===== src/rtl/register_write_arbiter_pkg.sv =====
// Shared types and helpers for the round-robin register write arbiter.
// Optional statistics are enabled with the REG_WRITE_ARB_STATS_EN macro.
package reg_arb_pkg;

    typedef enum logic [1:0] {
        IDLE,
        GRANT,
        COOLDOWN
    } arb_state_t;

    localparam int STATS_WIDTH = 16;
    localparam int MAX_REQ     = 32;

    // Converts a one-hot vector into the index of its set bit (0 when empty).
    function automatic int onehot_to_index(input logic [MAX_REQ-1:0] vec);
        int idx;
        idx = 0;
        for (int i = 0; i < MAX_REQ; i++) begin
            if (vec[i]) begin
                idx = i;
            end
        end
        return idx;
    endfunction

endpackage


===== src/rtl/register_write_arbiter_if.sv =====
// Request/grant bus between the requester blocks and the shared-register arbiter.
// The master side is the requester population, the slave side is the arbiter.
interface register_write_arbiter_if #(
    parameter int NUM_REQ    = 4,
    parameter int DATA_WIDTH = 32
) ();

    logic [NUM_REQ-1:0]            Req;
    logic [NUM_REQ*DATA_WIDTH-1:0] Req_Data;
    logic [NUM_REQ-1:0]            Grant;
    logic [DATA_WIDTH-1:0]         Reg_Data;
    logic                          Reg_Enable;
    logic                          Busy;

    modport master (
        output Req,
        output Req_Data,
        input  Grant,
        input  Reg_Data,
        input  Reg_Enable,
        input  Busy
    );

    modport slave (
        input  Req,
        input  Req_Data,
        output Grant,
        output Reg_Data,
        output Reg_Enable,
        output Busy
    );

endinterface


===== src/rtl/register_write_arbiter_picker.sv =====
// Combinational round-robin picker: finds the first active request starting
// one position after the last-grant pointer and wrapping back to index 0.
module rr_priority_picker #(
    parameter int NUM_REQ = 4
) (
    input  logic [NUM_REQ-1:0]         req_i,
    input  logic [$clog2(NUM_REQ)-1:0] ptr_i,
    output logic [NUM_REQ-1:0]         winner_o,
    output logic                       valid_o
);

    localparam int PTR_W = $clog2(NUM_REQ);

    logic [PTR_W-1:0] idx;

    // Walk the requests in rotation order and keep only the first hit.
    always_comb begin
        winner_o = '0;
        valid_o  = 1'b0;
        idx      = '0;
        for (int off = 1; off <= NUM_REQ; off++) begin
            idx = PTR_W'((int'(ptr_i) + off) % NUM_REQ);
            if (!valid_o && req_i[idx]) begin
                winner_o[idx] = 1'b1;
                valid_o       = 1'b1;
            end
        end
    end

endmodule


===== src/rtl/register_write_arbiter.sv =====
// Round-robin arbiter sharing one enable-gated data register among NUM_REQ
// requesters. Each grant writes the register for one cycle, then a cooldown
// of GAP_CYCLES cycles follows. Defining REG_WRITE_ARB_STATS_EN adds the
// Write_Count and Last_Owner statistics outputs.
module register_write_arbiter
    import reg_arb_pkg::*;
#(
    parameter int NUM_REQ    = 4,
    parameter int DATA_WIDTH = 32,
    parameter int GAP_CYCLES = 1
) (
    input  logic                       Clock,
    input  logic                       Reset,
    register_write_arbiter_if.slave    bus
`ifdef REG_WRITE_ARB_STATS_EN
    ,
    output logic [STATS_WIDTH-1:0]     Write_Count,
    output logic [$clog2(NUM_REQ)-1:0] Last_Owner
`endif
);

    localparam int PTR_W = $clog2(NUM_REQ);
    localparam int CNT_W = (GAP_CYCLES > 0) ? $clog2(GAP_CYCLES + 1) : 1;

    arb_state_t             state_q;
    logic [PTR_W-1:0]       ptr_q;
    logic [CNT_W-1:0]       gapCnt_q;
    logic [NUM_REQ-1:0]     grant_q;
    logic [DATA_WIDTH-1:0]  regData_q;
    logic                   regEnable_q;
    logic                   busy_q;

    logic [NUM_REQ-1:0]     reqMasked;
    logic [NUM_REQ-1:0]     winner;
    logic                   winValid;
    logic [PTR_W-1:0]       winIdx;
    logic [DATA_WIDTH-1:0]  winData;
    logic                   launch;

    // The requester being granted this cycle still holds Req at the closing edge.
    assign reqMasked = bus.Req & ~grant_q;

    rr_priority_picker #(
        .NUM_REQ (NUM_REQ)
    ) u_picker (
        .req_i    (reqMasked),
        .ptr_i    (ptr_q),
        .winner_o (winner),
        .valid_o  (winValid)
    );

    assign winIdx = PTR_W'(onehot_to_index(MAX_REQ'(winner)));

    // Select the winner's data slice with a one-hot mux.
    always_comb begin
        winData = '0;
        for (int i = 0; i < NUM_REQ; i++) begin
            if (winner[i]) begin
                winData = bus.Req_Data[i*DATA_WIDTH +: DATA_WIDTH];
            end
        end
    end

    // A new grant may start from IDLE, back-to-back from GRANT when there is no
    // gap, or on the final cooldown edge so grants are spaced exactly 1+GAP_CYCLES.
    always_comb begin
        launch = 1'b0;
        case (state_q)
            IDLE:     launch = winValid;
            GRANT:    launch = winValid && (GAP_CYCLES == 0);
            COOLDOWN: launch = winValid && (gapCnt_q == '0);
            default:  launch = 1'b0;
        endcase
    end

    // Arbitration FSM with registered grant, register write and busy outputs.
    always_ff @(posedge Clock) begin
        if (Reset) begin
            state_q     <= IDLE;
            ptr_q       <= PTR_W'(NUM_REQ - 1);
            gapCnt_q    <= '0;
            grant_q     <= '0;
            regEnable_q <= 1'b0;
            regData_q   <= '0;
            busy_q      <= 1'b0;
        end else if (launch) begin
            state_q     <= GRANT;
            ptr_q       <= winIdx;
            grant_q     <= winner;
            regEnable_q <= 1'b1;
            regData_q   <= winData;
            busy_q      <= 1'b1;
        end else begin
            grant_q     <= '0;
            regEnable_q <= 1'b0;
            case (state_q)
                GRANT: begin
                    if (GAP_CYCLES > 0) begin
                        state_q  <= COOLDOWN;
                        gapCnt_q <= CNT_W'(GAP_CYCLES - 1);
                        busy_q   <= 1'b1;
                    end else begin
                        state_q  <= IDLE;
                        busy_q   <= 1'b0;
                    end
                end
                COOLDOWN: begin
                    if (gapCnt_q == '0) begin
                        state_q  <= IDLE;
                        busy_q   <= 1'b0;
                    end else begin
                        gapCnt_q <= gapCnt_q - 1'b1;
                    end
                end
                default: begin
                    state_q <= IDLE;
                    busy_q  <= 1'b0;
                end
            endcase
        end
    end

    assign bus.Grant      = grant_q;
    assign bus.Reg_Enable = regEnable_q;
    assign bus.Reg_Data   = regData_q;
    assign bus.Busy       = busy_q;

`ifdef REG_WRITE_ARB_STATS_EN
    logic [STATS_WIDTH-1:0] writeCount_q;
    logic [PTR_W-1:0]       lastOwner_q;

    // Saturating count of register writes and index of the latest grantee.
    always_ff @(posedge Clock) begin
        if (Reset) begin
            writeCount_q <= '0;
            lastOwner_q  <= '0;
        end else begin
            if (regEnable_q && (writeCount_q != '1)) begin
                writeCount_q <= writeCount_q + 1'b1;
            end
            if (launch) begin
                lastOwner_q <= winIdx;
            end
        end
    end

    assign Write_Count = writeCount_q;
    assign Last_Owner  = lastOwner_q;
`endif

endmodule

===== src/flat_wrapper.sv =====
// flat-port wrapper written by rule: the top's interface ports become plain ports
module register_write_arbiter_flat import reg_arb_pkg::*;
#(
    parameter int NUM_REQ    = 4,
    parameter int DATA_WIDTH = 32,
    parameter int GAP_CYCLES = 1
)
  (Clock, Reset, bus_Req, bus_Req_Data, bus_Grant, bus_Reg_Data, bus_Reg_Enable, bus_Busy);
  register_write_arbiter_if #(.NUM_REQ(NUM_REQ), .DATA_WIDTH(DATA_WIDTH)) bus_i ();
  input  logic Clock;
  input  logic Reset;
  input wire logic [$bits(bus_i.Req)-1:0] bus_Req;
  input wire logic [$bits(bus_i.Req_Data)-1:0] bus_Req_Data;
  output wire logic [$bits(bus_i.Grant)-1:0] bus_Grant;
  output wire logic [$bits(bus_i.Reg_Data)-1:0] bus_Reg_Data;
  output wire logic [$bits(bus_i.Reg_Enable)-1:0] bus_Reg_Enable;
  output wire logic [$bits(bus_i.Busy)-1:0] bus_Busy;
  assign bus_i.Req = bus_Req;
  assign bus_i.Req_Data = bus_Req_Data;
  assign bus_Grant = bus_i.Grant;
  assign bus_Reg_Data = bus_i.Reg_Data;
  assign bus_Reg_Enable = bus_i.Reg_Enable;
  assign bus_Busy = bus_i.Busy;
  register_write_arbiter #(.NUM_REQ(NUM_REQ), .DATA_WIDTH(DATA_WIDTH), .GAP_CYCLES(GAP_CYCLES)) u_core (.Clock(Clock), .Reset(Reset), .bus(bus_i));
endmodule

===== config.mk =====
export PLATFORM = sky130hd
export DESIGN_NAME = register_write_arbiter_flat
export DESIGN_NICKNAME = d
export VERILOG_FILES = /design/src/rtl/register_write_arbiter_pkg.sv /design/src/rtl/register_write_arbiter_if.sv /design/src/rtl/register_write_arbiter_picker.sv /design/src/rtl/register_write_arbiter.sv /design/src/flat_wrapper.sv
export SDC_FILE = /design/constraint.sdc
export NUM_CORES = 1
export LEC_CHECK = 0
export CORE_MARGIN = 1.5
export CORE_UTILIZATION = 34
export CTS_CLUSTER_SIZE = 10
export DETAILED_ROUTE_END_ITERATION = 10
export MAX_ROUTING_LAYER = met4
export PLACE_DENSITY = 0.81
export SYNTH_ARGS = -nofsm -noshare
export SYNTH_HDL_FRONTEND = slang
export SYNTH_SLANG_ARGS = --single-unit
export TNS_END_PERCENT = 5

===== constraint.sdc =====
create_clock -name Clock -period 3.9 [get_ports Clock]
set_input_delay 0.39 -clock Clock [delete_from_list [all_inputs] [get_ports Clock]]
set_output_delay 0.39 -clock Clock [all_outputs]
set_load 0.01 [all_outputs]

==> impl_results.md <==
- Status: finished with violations
- Failing checks: design-rule violations
- Buf+Inv Stages, Crit Path: 2
- Crit share post-route: around 93%
- Post-synthesis sequential area ratio: 36.0%
- Root Driver: clkbuf_8
- Kind of critical path: flip-flop to flip-flop
- Initial antenna violation count: 0
- Netlist cell types: 32
- DRT antenna net count: 0
- Row cnt: 29
- Largest net degree at the start of global routing: 22
- Syn Area/Cell: slightly above 10 um^2
- Synthesized instance count: 221
- Ports: 172
- 1st-iter DRT viols: 149
- Port buffer count: about 170
- Worst-Margin Slew: 0.819 ns
- Largest delay contributor family on the critical path: simple AND/OR/NAND/NOR gates
- Mapped Area: 2280 um^2
- Share of layout cells above drive strength 1: under 10%
- Die Height: 84.9 um
- WL/cell: 17.7 um
- CP Data Arrival Time: 3.88 ns
- Final-report max-slew violation count: 0
- Relative slew margins: 44.0%
- CP Data Required Time: 4.15 ns
- Number of synthesized flops with an enable pin: 0
- Die area: roughly 7200 um^2
- Ys async rst share: 0%
- Fillers: 532
- Total track usage: 23.9%
- Residual DRC: 9
- Total negative slack: 0 ns
- Final GP Congestion: 0.939
- Placed cell areas: 4090 um^2
- Final hold violations: 0
- Clk_lat worst skew: 0.30 ns
- Maximum clock path buffer count: 2
- Cts bufs inserted: 5
- Critical path launch point type: flip-flop
- CP max stage delay: 0.58 ns
- Crit-path cells: inv_2 > ha_1 > mux4_2 > and2_0 > a221o_1 > a221o_1 > or3_4 > nor3b_4 > buf_4 > a221o_1
- Drt pass-1 iters: 7
- # setup viols final: 0
- Initial core utilization: 35.5%
- Diode count: 0
- First-pass GRT wire length: between 10 and 15 mm
- Syn nets: about 360
- Peak Freq: 276 MHz
- DR vias: 2650
- Vias in the first global route: 2675
- Yosys reg bits: a little over 40
- Top post-synthesis cells by area: dfxtp_1 (36%), a221o_1 (29%), and2_1 (9.1%), ha_1 (4.4%), mux4_2 (2.0%)
- Worst-path clk slew: 0.08 ns
- Crit-path most repeated cell: a221o_1
- VDD IR max: 0.238 mV
- Layout Nets: 536
- Clk_skew: 0.00751 ns
- Syn. warnings: 0
- Clk sinks: 41
- Ys flop type: dfxtp_1
- GRT overflow: 0
- Reg area: 821 um^2
- Die X: 84.9 um
- Postcts setup bufs: 0
- Post-cts repair resize count: 0
- Via density: 5.61
- Max_cap viols: 0
- Fin area: roughly 4200 um^2
- Most common cell in the netlist: a221o_1
- Leak Pwr: 0.00166 uW
- Power Total: 2080 uW
- RSZ-0062 raised after global routing: false
- Post-Route WL: 8.35 mm
- Slowest CP cell: mux4_2
- Kind of end point of the critical path: flip-flop
- Area leader, netlist: dfxtp_1
- Hold crit path type: flip-flop to flip-flop
- Hold slack: 0.407 ns
- Yosys top cell area share: a little over a third
- Core ar.: 6420 um^2
- Worst Path Max Fanout: 17
- HPWL Detailed: 6.36 mm
- Multi-input gate area: between 1000 and 1500 um^2
- Most frequent cells after synthesis: a221o_1 (66), dfxtp_1 (41), and2_1 (33), clkbuf_1 (10), ha_1 (8)
- PwrDens: between 400 and 500 nW/um^2
- Hold_buf cts: 0
- H-Tree Depth: 2
- CTS tree: built
- Final min period: 3.63 ns
- Syn-to-layout area delta: 83.8%
==> layer usage <==
| layer | vias up | global-route usage, % | wire [um] |
|---|---|---|---|
| met3 | 8 | 3.79 | 536 |
| met2 | 126 | 40.7 | 4130 |
| met5 | - | - | 0 |
| li1 | 1248 | - | - |
| met4 | 0 | 5.66 | 93 |
| met1 | 1268 | 29.8 | 3590 |
==> cells in the final DEF (no fill, tap or decap), types with 2 or more instances in the layout <==
| master | n |
|---|---|
| clkdlybuf4s50_1 | 171 |
| nand2b_1 | 5 |
| clkbuf_8 | 6 |
| a21oi_1 | 2 |
| dfxtp_1 | 41 |
| a22o_1 | 2 |
| nor2_1 | 5 |
| nand2_1 | 2 |
| mux4_2 | 2 |
| nor3_1 | 3 |
| a221oi_1 | 3 |
| and2_1 | 33 |
| or3_1 | 3 |
| nand4_1 | 3 |
| ha_1 | 8 |
| nand3_1 | 6 |
| buf_4 | 11 |
| or2_2 | 2 |
| nor2b_4 | 3 |
| nor2_2 | 2 |
| inv_1 | 2 |
| a221o_1 | 66 |
==> report_power, final <==
group	switching (uW)	leakage (uW)	internal, uW
combinational	515	0.00127	666
clock	156	0.0000512	144
sequential	71.5	0.000337	531
total	742	0.00166	1340
==> worst paths after layout <==
check                     from  slack (ns)  cells after the start                      end
max            u_core.ptr_q[1]        0.27                     10  u_core.bus.Reg_Data[20]
min          u_core.state_q[1]        0.41                      1        u_core.state_q[1]
min reg2reg  u_core.state_q[1]        0.41                      1        u_core.state_q[1]
max reg2reg    u_core.ptr_q[1]        0.27                     10  u_core.bus.Reg_Data[20]
==> metrics by stage <==
step | setup WS [ns] | utilization [%] | std cells
2_1_floorplan | 0.590 | - | 221
3_3_place_gp | 0.403 | 63.7 | 464
3_5_place_dp | 0.314 | 63.7 | 464
4_1_cts | 0.304 | 65.2 | 472
5_1_grt | 0.0798 | 65.2 | 472
6_report | 0.273 | 65.2 | 472
==> flip-flops by register name (all words and copies together) (netlist names) <==
register / cells
u_core.bus.Busy: 1
u_core.state_q: 1
u_core.bus.Reg_Enable: 1
u_core.ptr_q: 2
u_core.bus.Reg_Data: 32
u_core.bus.Grant: 4
==> layout make-up <==
class,instances,area share [%]
clock buffers,6,1.97
well taps,77,2.30
flip-flops and latches,41,19.6
clock inverters,2,0.328
repair buffers,182,42.8
multi-input cells,161,32.7
inverters,3,0.269
==> kinds of logic after synthesis <==
| group | count (synthesis) | synth area share (%) |
|---|---|---|
| compound gates | 76 | 32.4 |
| buf+inv | 19 | 4.28 |
| simple gates | 75 | 21.0 |
| mux | 2 | 1.98 |
| flops | 41 | 36.0 |
| fa+ha+maj | 8 | 4.39 |
Note: power is estimated with default switching activity, not from simulation.
